**src/rtl/rsc_frame_encoder.sv**
```systemverilog
// rsc_frame_encoder: rate-1/2 (7,5) RSC encoder with FRAME_LEN-bit framing and a one-entry output register.
// Define RSC_TERM_EN to append two trellis-terminating tail pairs to each frame.
module rsc_frame_encoder #(
  parameter int FRAME_LEN = 16,
  parameter int CNT_W     = 8
) (
  input  logic clk,
  input  logic rst,
  input  logic in_valid,
  input  logic in_bit,
  output logic in_ready,
  output logic out_valid,
  input  logic out_ready,
  output logic out_sys,
  output logic out_par,
  output logic out_last,
  output logic busy
);
`ifdef RSC_TERM_EN
  typedef enum logic [1:0] {IDLE, DATA, TERM} state_t;
`else
  typedef enum logic {IDLE, DATA} state_t;
`endif
  state_t state_q, state_d;
  logic s1_q, s1_d, s2_q, s2_d;
  logic ov_q, ov_d, sys_q, sys_d, par_q, par_d, last_q, last_d;
  logic [CNT_W-1:0] cnt_q, cnt_d, cnt_nxt;
  logic free, in_xfer, frame_end;
`ifdef RSC_TERM_EN
  logic tail_q, tail_d;
  assign in_ready = (state_q != TERM) && free;
`else
  assign in_ready = free;
`endif
  assign free      = !ov_q || out_ready;
  assign in_xfer   = in_valid && in_ready;
  assign cnt_nxt   = (state_q == IDLE) ? CNT_W'(1) : cnt_q + 1'b1;
  assign frame_end = cnt_nxt == CNT_W'(FRAME_LEN);
  assign busy      = state_q != IDLE;
  assign out_valid = ov_q;
  assign out_sys   = sys_q;
  assign out_par   = par_q;
  assign out_last  = last_q;
  always_comb begin
    state_d = state_q;
    s1_d    = s1_q;
    s2_d    = s2_q;
    cnt_d   = cnt_q;
    ov_d    = ov_q && !out_ready;
    sys_d   = sys_q;
    par_d   = par_q;
    last_d  = last_q;
`ifdef RSC_TERM_EN
    tail_d  = tail_q;
`endif
    if (in_xfer) begin
      ov_d    = 1'b1;
      sys_d   = in_bit;
      par_d   = in_bit ^ s1_q;
      s1_d    = in_bit ^ s1_q ^ s2_q;
      s2_d    = s1_q;
      cnt_d   = cnt_nxt;
      last_d  = 1'b0;
      state_d = DATA;
      if (frame_end) begin
`ifdef RSC_TERM_EN
        state_d = TERM;
`else
        state_d = IDLE;
        s1_d    = 1'b0;
        s2_d    = 1'b0;
        cnt_d   = '0;
        last_d  = 1'b1;
`endif
      end
    end
`ifdef RSC_TERM_EN
    // tail input u = s1^s2 forces the feedback sum to zero, flushing the register in two steps
    else if (state_q == TERM && free) begin
      ov_d   = 1'b1;
      sys_d  = s1_q ^ s2_q;
      par_d  = s2_q;
      s1_d   = 1'b0;
      s2_d   = s1_q;
      last_d = tail_q;
      tail_d = !tail_q;
      if (tail_q) begin
        state_d = IDLE;
        cnt_d   = '0;
      end
    end
`endif
  end
  always_ff @(posedge clk or negedge rst) begin
    if (!rst) begin
      state_q <= IDLE;
      s1_q    <= 1'b0;
      s2_q    <= 1'b0;
      cnt_q   <= '0;
      ov_q    <= 1'b0;
      sys_q   <= 1'b0;
      par_q   <= 1'b0;
      last_q  <= 1'b0;
    end else begin
      state_q <= state_d;
      s1_q    <= s1_d;
      s2_q    <= s2_d;
      cnt_q   <= cnt_d;
      ov_q    <= ov_d;
      sys_q   <= sys_d;
      par_q   <= par_d;
      last_q  <= last_d;
    end
  end
`ifdef RSC_TERM_EN
  always_ff @(posedge clk or negedge rst) begin
    if (!rst) tail_q <= 1'b0;
    else      tail_q <= tail_d;
  end
`endif
endmodule

```
**config.mk**
```make
export PLATFORM = sky130hd
export DESIGN_NAME = rsc_frame_encoder
export DESIGN_NICKNAME = d
export VERILOG_FILES = /design/src/rtl/rsc_frame_encoder.sv
export SDC_FILE = /design/constraint.sdc
export NUM_CORES = 1
export LEC_CHECK = 0
export ABC_AREA = 1
export BUFFER_PORTS_ARGS = -buffer_cell sky130_fd_sc_hd__buf_2
export CAP_MARGIN = 20
export CELL_PAD_IN_SITES_DETAIL_PLACEMENT = 1
export CELL_PAD_IN_SITES_GLOBAL_PLACEMENT = 1
export CORE_MARGIN = 3
export CORE_UTILIZATION = 30
export DETAILED_ROUTE_END_ITERATION = 10
export PLACE_DENSITY = 0.66
export SLEW_MARGIN = 20
export SYNTH_ARGS = -nofsm -noshare
export SYNTH_HDL_FRONTEND = slang
export SYNTH_SLANG_ARGS = --single-unit
```
**constraint.sdc**
```tcl
create_clock -name clk -period 3.85 [get_ports clk]
set_input_delay 0.385 -clock clk [delete_from_list [all_inputs] [get_ports clk]]
set_output_delay 0.385 -clock clk [all_outputs]
set_load 0.005 [all_outputs]
```
# Yosys cells after proc, flatten, opt, wreduce, memory -nomap -nowiden
# Index checks and enable logic that the tools add are counted.
# classes
n_addsub	1
eq_ne	1
muxes	7
bitwise	2
n_reduce_logical	5
# op_table
cell	n
$mux W8	2
$add A8 B1 Y8 const B	1
$eq A8 B5 Y1 const B	1
$mux W1	5
$logic_and A1 B1 Y1	2
$logic_not A1 Y1	2
$xor A1 B1 Y1	2
$logic_or A1 B1 Y1	1
# totals
regBits	15

# Logic depth before layout (Yosys ltp)
# logic_depth
depth_word	4
ltp_mapped	10
depth_no_buf	10

# Worst setup path before layout
# Ideal clock, no wire load.
# synth_timing
kind	reg-to-reg
start	reg cnt_q[0]
end	reg s1_q
setup_time_ns	0.116
arrival_time_ns	1.371
path_slack_ns	2.363
path_stages_with_launch	9
n_path_buf	0
synth_period_minus_slack_ns	1.487
cell_sequence	dfrtp_1 ha_1 or2_0 nor2_1 nand3_1 nor2_2 nand2_1 nand2_1 nand2_1
# synth_between
elab_chain_len	4
# synth_lines
element	line_no	text
start, declared	27	logic [CNT_W-1:0] cnt_q, cnt_d, cnt_nxt;
start signal, assigned	108	cnt_q <= cnt_d;
$add A8 B1 Y8	37	assign cnt_nxt = (state_q == IDLE) ? CNT_W'(1) : cnt_q + 1'b1;
$mux W8	37	
$eq A8 B5 Y1	38	assign frame_end = cnt_nxt == CNT_W'(FRAME_LEN);
$mux W1	65	if (frame_end) begin
end signal, assigned	97	s1_q <= 1'b0;
end signal, assigned	106	s1_q <= s1_d;
end, declared	25	logic s1_q, s1_d, s2_q, s2_d;
# Every way passes these cells.
# A chain may end at the register's enable or synchronous reset.

# Worst setup path after layout
# layout_timing
start	reg cnt_q[0]
end	reg cnt_q[4]
# layout_between
elab_chain_len	4
# layout_lines
element	line_no
$add A8 B1 Y8 (*)	37
$mux W8 (*)	37
$eq A8 B5 Y1	38
$mux W8 (*)	65
# Every way passes the cells marked *; elsewhere a longest branch is shown, timed or not.

==> reports/results.txt <==
Number of cells traversed by the worst register-to-register path = 8
GPL Wtd Cong = 0.671
Normalized max-slew margin = 0.656
First-iteration detailed-routing DRC count = 10
Number of violations of the max-capacitance limit = 0
Total power divided by cell area = 509 nW/µm²
Summed negative setup slack over all endpoints = 0 ns
Final core area utilization = 0.360
Max Fanout on Critical Path = 6
IO buf count = 10
Area of the mapped netlist = 820 µm²
Die X-Extent = 58.3 µm
Worst vdd rail ir drop = 305 µV
Data required time of the worst path = 4.02 ns
Most used cell, CP = nand2_1
Net count after synthesis = 122
Seq cells post-synth = 15
Clock latency reported for the late side of the worst-skew pair = 0.28 ns
Hold Path Depth = 3
Post-detailed-route via-to-cell ratio = 4.74
Portion of the clock cycle consumed by the worst path in the final layout = 0.453
Time the final worst path needs with I/O delays and setup = 1.74 ns
Routed length per placed instance = 11.8 µm
Core Area = 2540 µm²
End of the worst hold path = out_valid
RSZ-0062 raised after global routing = no
Outcome = finished clean
Clk sink count = 15
Detailed-route via count = 744
Count of mapped cells out of synthesis = 116
Longest Clk Path Bufs = 2
Via count of the first global-routing pass = 752
Global-route wire length before repair = 3340 µm
Most common cell after layout, fill and taps aside = nand2_1
Row cnt = 18
Post-Place Cells = 152
Yosys synthesis warning count = 0
Element type at the critical path end = register
Root Buffer Master = clkbuf_4
DRC Markers = 0
Pin count of the biggest net entering global routing = 17
Kind of critical path = register to register
Total routing resource utilization after global routing = 0.128
Detailed-router iteration count before antenna repair = 4
Count of cells resized by post-cts repair = 0
DPL Wire Length = 1420 µm
GRT overflow = 0
Arrival time of the worst setup path = 1.92 ns
Avg Cell Area, Syn = 7.06 µm²
Critical path launch point type = register
Clock skew = 0.00430 ns
Area of the die = 3390 µm²
Final slew viol count = 0
Antenna-violating nets left = 0
Finish-stage setup viols = 0
Fmax = 574 MHz
Initial Util = 0.322
Worst-case register-to-register setup slack = 2.11 ns
Critical R2R Capture = cnt_q[4]
Leading cell types in the layout, fill and taps excluded = 49 x nand2_1, 15 x dfrtp_1, 13 x nor2_1
Final number of hold-violating endpoints = 0
Proportion of layout cells with a drive suffix above 1 = 0.150
Boundary pin count = 11
TritonCTS clock tree = done
Area overhead of the layout relative to synthesis = 11.8%
Net total in the final layout = 134
# diodes = 0
Reg clk slew, reported paths = 0.08 ns
Post-detailed-routing wire length = 1860 µm
Post-route insts no fill = 157
Post-synth cell types = 19
Worst Max-Slew Pin Slew = 0.515 ns
Max incr delay on CP = 0.46 ns
Slowest cell on the critical path = dfrtp_1
Hold WC Path Type = primary input to register
Critical R2R Launch = cnt_q[0]
Static leakage power = 0.504 nW
Worst min-delay path startpoint = in_valid
Cell chain of the critical path = ha_1, or2_0, nor2_1, nand3_1, nor2_2, nand2_1, nand2_1, nand2_1
TritonCTS Buffers = 3
Register area share after synthesis = 0.458
Initial antenna violation count = 0
Chip height = 58.3 µm
Clock H-tree levels = 1
==> cells in the mapped netlist, drive strengths merged <==
library cell	number	area, µm²
or2	2	12.5
dfrtp	15	375
nand2	51	196
inv	10	37.5
nand3	8	40.0
a21oi	2	10.0
nand4	1	6.26
ha	1	12.5
xor2	1	8.76
clkbuf	1	3.75
o21ai	4	20.0
buf	3	23.8
nor2	16	67.6
nor3	1	5.00
==> per-stage QoR <==
stage / power, mW / instance area (µm²) / hold WS (ns) / worst slack, ns
2_1_floorplan: 0.342 / 820 / 0.0894 / 2.36
3_3_place_gp: 0.377 / 880 / 0.308 / 2.06
3_5_place_dp: 0.381 / 880 / 0.315 / 1.97
4_1_cts: 0.476 / 916 / 0.299 / 2.09
5_1_grt: 0.512 / 916 / 0.327 / 1.98
6_report: 0.466 / 916 / 0.309 / 2.11
==> registers in the layout, indices dropped and copies added, names as in the netlist <==
| name | cells |
|---|---|
| cnt_q | 8 |
| out_sys | 1 |
| s1_q | 1 |
| out_last | 1 |
| out_par | 1 |
| busy | 1 |
| s2_q | 1 |
| out_valid | 1 |
==> critical path, delay by kind of cell, from the launching register on <==
family	cells	cell delay [ns]
fa+ha+maj	1	0.35
flops	1	0.46
simple gates	7	0.81
==> timing repair <==
action / CTS / global route
endpoints found under the hold margin: 15 / 0
setup buffers: 0 / 0
hold buffers: 1 / 0
==> worst max path at each step <==
stage / start / slack, ns / end / cells after the start
2_1_floorplan: cnt_q[0] / 2.36 / s1_q / 8
4_1_cts: cnt_q[0] / 2.09 / cnt_q[4] / 8
6_report: cnt_q[0] / 2.11 / cnt_q[4] / 8
3_5_place_dp: out_ready / 1.97 / busy / 8
5_1_grt: cnt_q[0] / 1.98 / cnt_q[4] / 9
3_3_place_gp: out_ready / 2.06 / busy / 8
==> layer usage <==
layer | share of wire | vias up | GRT usage
li1 | - | 379 | -
met2 | 0.51 | 5 | 0.215
met1 | 0.47 | 358 | 0.162
met5 | 0 | - | 0
met4 | 0.0081 | 0 | 0.0596
met3 | 0.018 | 2 | 0.0134
==> final cells by class <==
type	count	area, µm²
flip-flops and latches	15	375
clock buffers	4	26.3
inverters	10	37.5
fillers	331	1630
well taps	30	37.5
repair buffers	11	60.1
multi-input cells	87	379
==> report_power, final <==
part | internal (mW) | total [mW] | switching, mW
combinational | 0.0553 | 0.136 | 0.0803
clock | 0.0402 | 0.0895 | 0.0493
sequential | 0.196 | 0.241 | 0.0456
total | 0.291 | 0.466 | 0.175
==> cell families (layout without fill, tap and decap cells) <==
| kind of cell | count (synthesis) | count (layout) | share of synthesized area |
|---|---|---|---|
| xor gates and xnor gates | 1 | 1 | 0.0107 |
| AOI/OAI and AO/OA | 6 | 6 | 0.0366 |
| buffers and inverters | 14 | 25 | 0.0794 |
| and+or+nand+nor | 79 | 79 | 0.400 |
| adders and majority gates | 1 | 1 | 0.0153 |
| DFF | 15 | 15 | 0.458 |
No activity file was read; power rests on OpenSTA's default activity.
